[src/rtl/operand_fetch_stage.sv]
// operand_fetch_stage: ID/EX operand resolution, forwarding, hazard stall and EX register.
// Define OPF_FORWARD_EN for EX/MEM/WB bypassing; otherwise every pending write to a used source stalls.
module operand_fetch_stage #(
  parameter int CTRL_W = 16
) (
  input  logic              clk,
  input  logic              rst,
  input  logic              id_valid,
  input  logic [31:0]       id_pc,
  input  logic [4:0]        id_rs1_index,
  input  logic [4:0]        id_rs2_index,
  input  logic              id_uses_rs1,
  input  logic              id_uses_rs2,
  input  logic [4:0]        id_rd_index,
  input  logic              id_reg_write,
  input  logic              id_is_load,
  input  logic [31:0]       id_imm,
  input  logic [CTRL_W-1:0] id_ctrl,
  output logic [4:0]        rs1_index,
  output logic [4:0]        rs2_index,
  input  logic [31:0]       rs1_data_out,
  input  logic [31:0]       rs2_data_out,
  input  logic [31:0]       ex_fwd_data,
  input  logic              mem_valid,
  input  logic              mem_reg_write,
  input  logic [4:0]        mem_rd_index,
  input  logic              mem_data_ready,
  input  logic [31:0]       mem_fwd_data,
  input  logic              wb_en,
  input  logic [4:0]        wb_rd_index,
  input  logic [31:0]       wb_data,
  input  logic              ex_hold,
  input  logic              flush,
  output logic              id_stall,
  output logic              ex_valid,
  output logic              ex_reg_write,
  output logic              ex_is_load,
  output logic [31:0]       ex_pc,
  output logic [31:0]       ex_imm,
  output logic [31:0]       ex_rs1_val,
  output logic [31:0]       ex_rs2_val,
  output logic [4:0]        ex_rd_index,
  output logic [CTRL_W-1:0] ex_ctrl
);
  logic [4:0]  idx [2];
  logic [31:0] rf  [2];
  logic [31:0] val [2];
  logic [1:0]  use_s, em, mm, wm, hz;
  logic        hazard;
  assign rs1_index = id_rs1_index;
  assign rs2_index = id_rs2_index;
  assign idx[0] = id_rs1_index;
  assign idx[1] = id_rs2_index;
  assign rf[0]  = rs1_data_out;
  assign rf[1]  = rs2_data_out;
  assign use_s  = {id_uses_rs2, id_uses_rs1};
  always_comb begin
    for (int s = 0; s < 2; s++) begin
      em[s] = ex_valid & ex_reg_write & (ex_rd_index == idx[s]);
      mm[s] = mem_valid & mem_reg_write & (mem_rd_index == idx[s]);
      wm[s] = wb_en & (wb_rd_index == idx[s]);
`ifdef OPF_FORWARD_EN
      val[s] = (idx[s] == 5'd0) ? 32'd0 : em[s] ? ex_fwd_data : mm[s] ? mem_fwd_data : wm[s] ? wb_data : rf[s];
      // the youngest matching stage decides; an EX ALU result hides a stale MEM load
      hz[s] = use_s[s] & (idx[s] != 5'd0) & (em[s] ? ex_is_load : (mm[s] & ~mem_data_ready));
`else
      val[s] = (idx[s] == 5'd0) ? 32'd0 : rf[s];
      hz[s] = use_s[s] & (idx[s] != 5'd0) & (em[s] | mm[s] | wm[s]);
`endif
    end
  end
`ifndef OPF_FORWARD_EN
  logic unused_ok;
  assign unused_ok = ^{ex_fwd_data, mem_fwd_data, wb_data, mem_data_ready};
`endif
  assign hazard   = |hz;
  assign id_stall = ~rst & ~flush & (ex_hold | (id_valid & hazard));
  always_ff @(posedge clk or posedge rst) begin
    if (rst) begin
      ex_valid     <= 1'b0;
      ex_reg_write <= 1'b0;
      ex_is_load   <= 1'b0;
      ex_pc        <= '0;
      ex_imm       <= '0;
      ex_rs1_val   <= '0;
      ex_rs2_val   <= '0;
      ex_rd_index  <= '0;
      ex_ctrl      <= '0;
    end else if (flush) begin
      ex_valid <= 1'b0;
    end else if (!ex_hold) begin
      if (id_valid & hazard) begin
        ex_valid <= 1'b0;
      end else begin
        ex_valid     <= id_valid;
        ex_reg_write <= id_reg_write;
        ex_is_load   <= id_is_load;
        ex_pc        <= id_pc;
        ex_imm       <= id_imm;
        ex_rs1_val   <= val[0];
        ex_rs2_val   <= val[1];
        ex_rd_index  <= id_rd_index;
        ex_ctrl      <= id_ctrl;
      end
    end
  end
endmodule

[config.mk]
export PLATFORM = sky130hd
export DESIGN_NAME = operand_fetch_stage
export DESIGN_NICKNAME = d
export VERILOG_FILES = /design/src/rtl/operand_fetch_stage.sv
export SDC_FILE = /design/constraint.sdc
export NUM_CORES = 1
export LEC_CHECK = 0
export BUFFER_PORTS_ARGS = -buffer_cell sky130_fd_sc_hd__buf_2
export CAP_MARGIN = 25
export CORE_AREA = 3 3 169 171
export CTS_BUF_LIST = sky130_fd_sc_hd__clkbuf_4
export DETAILED_ROUTE_END_ITERATION = 10
export DIE_AREA = 0 0 172 174
export HOLD_SLACK_MARGIN = 0.15
export PLACE_DENSITY = 0.55
export SYNTH_ARGS = -nofsm -noshare
export SYNTH_HDL_FRONTEND = slang
export SYNTH_SLANG_ARGS = --single-unit
export TNS_END_PERCENT = 20
[constraint.sdc]
create_clock -name clk -period 4.1 [get_ports clk]
set_input_delay 0.205 -clock clk [delete_from_list [all_inputs] [get_ports clk]]
set_output_delay 0.205 -clock clk [all_outputs]
set_load 0.05 [all_outputs]
### Word level (Yosys, flattened, before mapping)

Index checks and enable logic that the tools add are counted.

| storage, ports and cells | value |
|---|---|
| output and inout port bits | 163 |
| word-level logic and storage cells | 51 |
| input bits | 278 |
| register bits after elaboration | 152 |

| operators by class | value |
|---|---|
| bitwise operators | 24 |
| mux-type cells | 5 |
| reductions and logical operators | 6 |
| eq/ne operators | 7 |

Operators with widths:

| operator | number |
|---|---|
| 32-bit two-way mux | 2 |
| 5-bit == test | 6 |
| 1-bit bitwise AND | 15 |
| 5-bit logical NOT | 2 |
| 5-bit nonzero test | 2 |
| 1-bit bitwise OR | 5 |
| 1-bit inverter | 4 |
| 1-bit two-way mux | 3 |
| 3-bit AND reduction | 1 |
| 2-bit by 1-bit inequality test with 1-bit output, second input constant | 1 |
| 2-bit OR reduction | 1 |

### Logic depth before layout (Yosys ltp)

| depth | value |
|---|---|
| depth in word-level cells | 10 |
| depth in mapped cells | 8 |
| depth with buffers taken out | 6 |

### Worst setup path before layout

No wires, ideal clock.

| timing | value |
|---|---|
| path type | reg-to-output |
| start | reg ex_rd_index[2] |
| end | out id_stall |
| cell stages (with the launch flop) | 7 |
| path buffers | 0 |
| arrival | 2762 ps |
| required time | 3895 ps |
| path slack | 1133 ps |
| cell sequence | dfrtp_1 -> xor2_1 -> nor4_1 -> nand4_1 -> a311oi_2 -> a211oi_1 -> nor3_1 |

| on the way | value |
|---|---|
| word-level cells in the longest chain between the ends | 9 |
| elaborated cells on any way between the ends | 14 |
| those cells by class | 2 x eq/ne; 11 x bitwise; 1 x reduce/logical |

Ends and longest elaborated chain:

| what | RTL line | source |
|---|---|---|
| start, declared | 42 | `output logic [4:0] ex_rd_index,` |
| start signal, assigned | 102 | `ex_rd_index <= id_rd_index;` |
| 5-bit == test | 59 | `em[s] = ex_valid & ex_reg_write & (ex_rd_index == idx[s]);` |
| 1-bit bitwise AND | 59 |  |
| 1-bit bitwise OR (2 in series) | 68 | `hz[s] = use_s[s] & (idx[s] != 5'd0) & (em[s] \| mm[s] \| wm[s]);` |
| 1-bit bitwise AND | 68 |  |
| 2-bit OR reduction (*) | 76 | `assign hazard = \|hz;` |
| 1-bit bitwise AND (*) | 77 | `assign id_stall = ~rst & ~flush & (ex_hold \| (id_valid & hazard));` |
| 1-bit bitwise OR (*) | 77 |  |
| 1-bit bitwise AND (*) | 77 |  |
| end, declared | 34 | `output logic id_stall,` |

Every way passes the cells marked *; elsewhere a longest branch is shown, timed or not.

### Worst setup path in the final report

Ends and elaborated chain as after synthesis.

==> results.tsv <==
metric	value	unit
CTS max path bufs	2	
Max Used Layer	met5	
Max Slew Vio Count	0	
Crit. Startpoint	ex_rd_index[2]	
RD Place Congestion	0.724	
Tmin final	3.15	ns
met3 routed wirelength	1.93	mm
Post-Route WL	21.7	mm
ratio of cells with drive above 1 in the final layout	0.433	
die area	29900	sq um
Routed met1 length	9.02	mm
fin crit share	0.767	
final setup violation count	0	
Ys Warns	0	
delay-heaviest family, CP	simple AND/OR/NAND/NOR gates	
FF-to-FF Start	ex_rd_index[2]	
Non-Filler Instances	1370	
Most used DFF post-synth	dfrtp_1	
critical path's largest stage delay	0.52	ns
Seq/Total Area, Yosys	0.579	
antenna-violating nets left	0	
buffer and inverter count on the worst path	1	
crit path max fanout	4	
measured slew at the worst slew-check pin	1.01	ns
port bufs	343	
Overflow after GRT	0	
largest net degree at the start of global routing	152	
async set or reset register ratio after synthesis	1.00	
Initial Utilization	0.243	
r2r setup slk	1.07	ns
Yosys top cell area share	0.579	
WL met2	10.3	mm
Post-synth EDFFs	0	
clk root buf	clkbuf_4	
Area growth syn-to-layout	58.6	%
DR vias/cell	4.06	
Worst Setup Path Type	register to output port	
leakage power	0.00529	uW
Setup crit start kind	register	
skew final	0.0299	ns
post-synthesis register bit count	152	
post-synth top area cell	dfrtp_1	
critical path, cell by cell	xor2_1 -> nor4_1 -> nand4_1 -> a311oi_2 -> a211oi_1 -> nor3_1 -> buf_2	
Synth cell types	21	
Core ar.	27000	sq um
worst rel slew slack	0.325	
GRT Overall Usage	0.144	
PwrDens	441	nW/um^2
syn_nets	802	
Site Rows	60	
Layout Nets	1291	
Max Cap Viol	0	
Syn Inst Count	524	
Pre-antenna DRT Iters	4	
register clock-pin slew on the reported worst setup and hold paths	0.16	ns
Pwr Total	4590	uW
Final Cell Area	10400	sq um
Placed Instances	1181	
setup TNS	0	ns
outcome	completed	
CTS H-tree lvls	4	
DRC Markers	0	
Chip Height	174	microns
RSZ-0062 raised after global routing	no	
Num CTS Buffers	17	
Cell Area, Placed	8580	sq um
IO Count	441	
Hold Vio Cnt, Final	0	
IR drop worst, VDD	216	uV
WL/cell	15.9	microns
list of most frequent post-synthesis cells	dfrtp_1 (152), nand2_1 (69), inv_1 (66), mux2i_1 (64), mux2_2 (61)	
Peak Freq	318	MHz
dominant cells by area after synthesis	dfrtp_1 (58%), mux2_2 (10%), mux2i_1 (9.8%)	
Hold Path Class	primary input to async pin	
Setup crit end kind	output port	
Syn Area/Cell	12.5	sq um
Worst Path Required	3.89	ns
post-synthesis cell area	6570	sq um
CTS Sinks	152	
dpl hpwl	15.0	mm
Die X-Extent	172	microns
clock latency on the worst-skew pair	0.55	ns
worst path arrival time	2.94	ns
initial antenna violation count	6	
critical path's slowest cell	nor4_1	
number of global-route vias before repair	6176	
first-pass GRT wire length	33.5	mm
initial DRC count	158	
most common cell in the netlist	dfrtp_1	
CTS tree	yes	
Via Count	5565	
-- layout make-up --
class / instances / area (sq um)
fill: 2638 / 16600
sequential: 152 / 3800
timing repair buffer: 502 / 3320
multi-input combinational: 274 / 2310
tap: 341 / 427
inverter: 66 / 251
clock inverter: 15 / 159
clock buffer: 17 / 128
antenna: 3 / 7.51
-- state kept, by name (all words and copies together), names as in the netlist, 5 cells and up --
register,flops
ex_pc,32
ex_ctrl,16
ex_rs2_val,32
ex_rd_index,5
ex_imm,32
ex_rs1_val,32
-- per-layer routing --
layer	track usage	up-vias
met5	0	-
met4	0.0519	4
met3	0.0505	28
met2	0.244	258
met1	0.169	2591
li1	-	2684
-- path summary, 6_finish.rpt --
path / to / cells after the start
worst max-delay path: id_stall / 7
worst min-delay path: ex_imm[25] / 3
worst max register to register: ex_imm[21] / 7
worst min register to register: ex_imm[11] / 1
max in group asynchronous: ex_imm[10] / 4
min in group clk: ex_imm[0] / 3
-- stage by stage --
step | setup slack, ns | hold slack (ns) | utilization
floorplan | 1.13 | 0.271 | -
global placement | 1.23 | 0.421 | 0.317
detailed placement | 1.20 | 0.416 | 0.317
CTS | 0.794 | 0.289 | 0.385
global route | 0.624 | 0.328 | 0.385
finish | 0.955 | 0.343 | 0.385
-- power by group --
part	switching, uW	internal (uW)	total, uW	leakage (uW)
registers	123	1730	1850	0.00178
logic	1240	516	1760	0.00336
clock network	648	329	978	0.000157
total	2010	2580	4590	0.00529
-- repair_timing --
action / CTS / global route
endpoints found under the setup margin: 0 / 0
gates resized for setup: 0 / 0
setup buffers: 0 / 0
endpoints found under the hold margin: 188 / 0
hold buffers: 154 / 0
-- cell usage in the layout (no fill, tap or decap), drive strengths merged, types with 17 or more instances in the layout --
| master | n |
|---|---|
| buf | 348 |
| clkbuf | 17 |
| dfrtp | 152 |
| dlygate4sd3 | 154 |
| inv | 74 |
| mux2 | 87 |
| mux2i | 64 |
| nand2 | 69 |
| xor2 | 24 |
-- logic make-up (layout without fill, tap and decap cells) --
kind of cell,Yosys count,after routing,synth area share
compound gates,6,6,0.0112
xor+xnor,30,30,0.0400
buf+inv,98,600,0.0682
flops,152,152,0.579
mux,151,151,0.247
other cells,0,3,0
simple gates,87,87,0.0545
-- tightest hold or removal path: cells and delay by family --
family   cells  cell delay (ns)
buf+inv      3             1.21
Note: power is estimated with default switching activity, not from simulation.
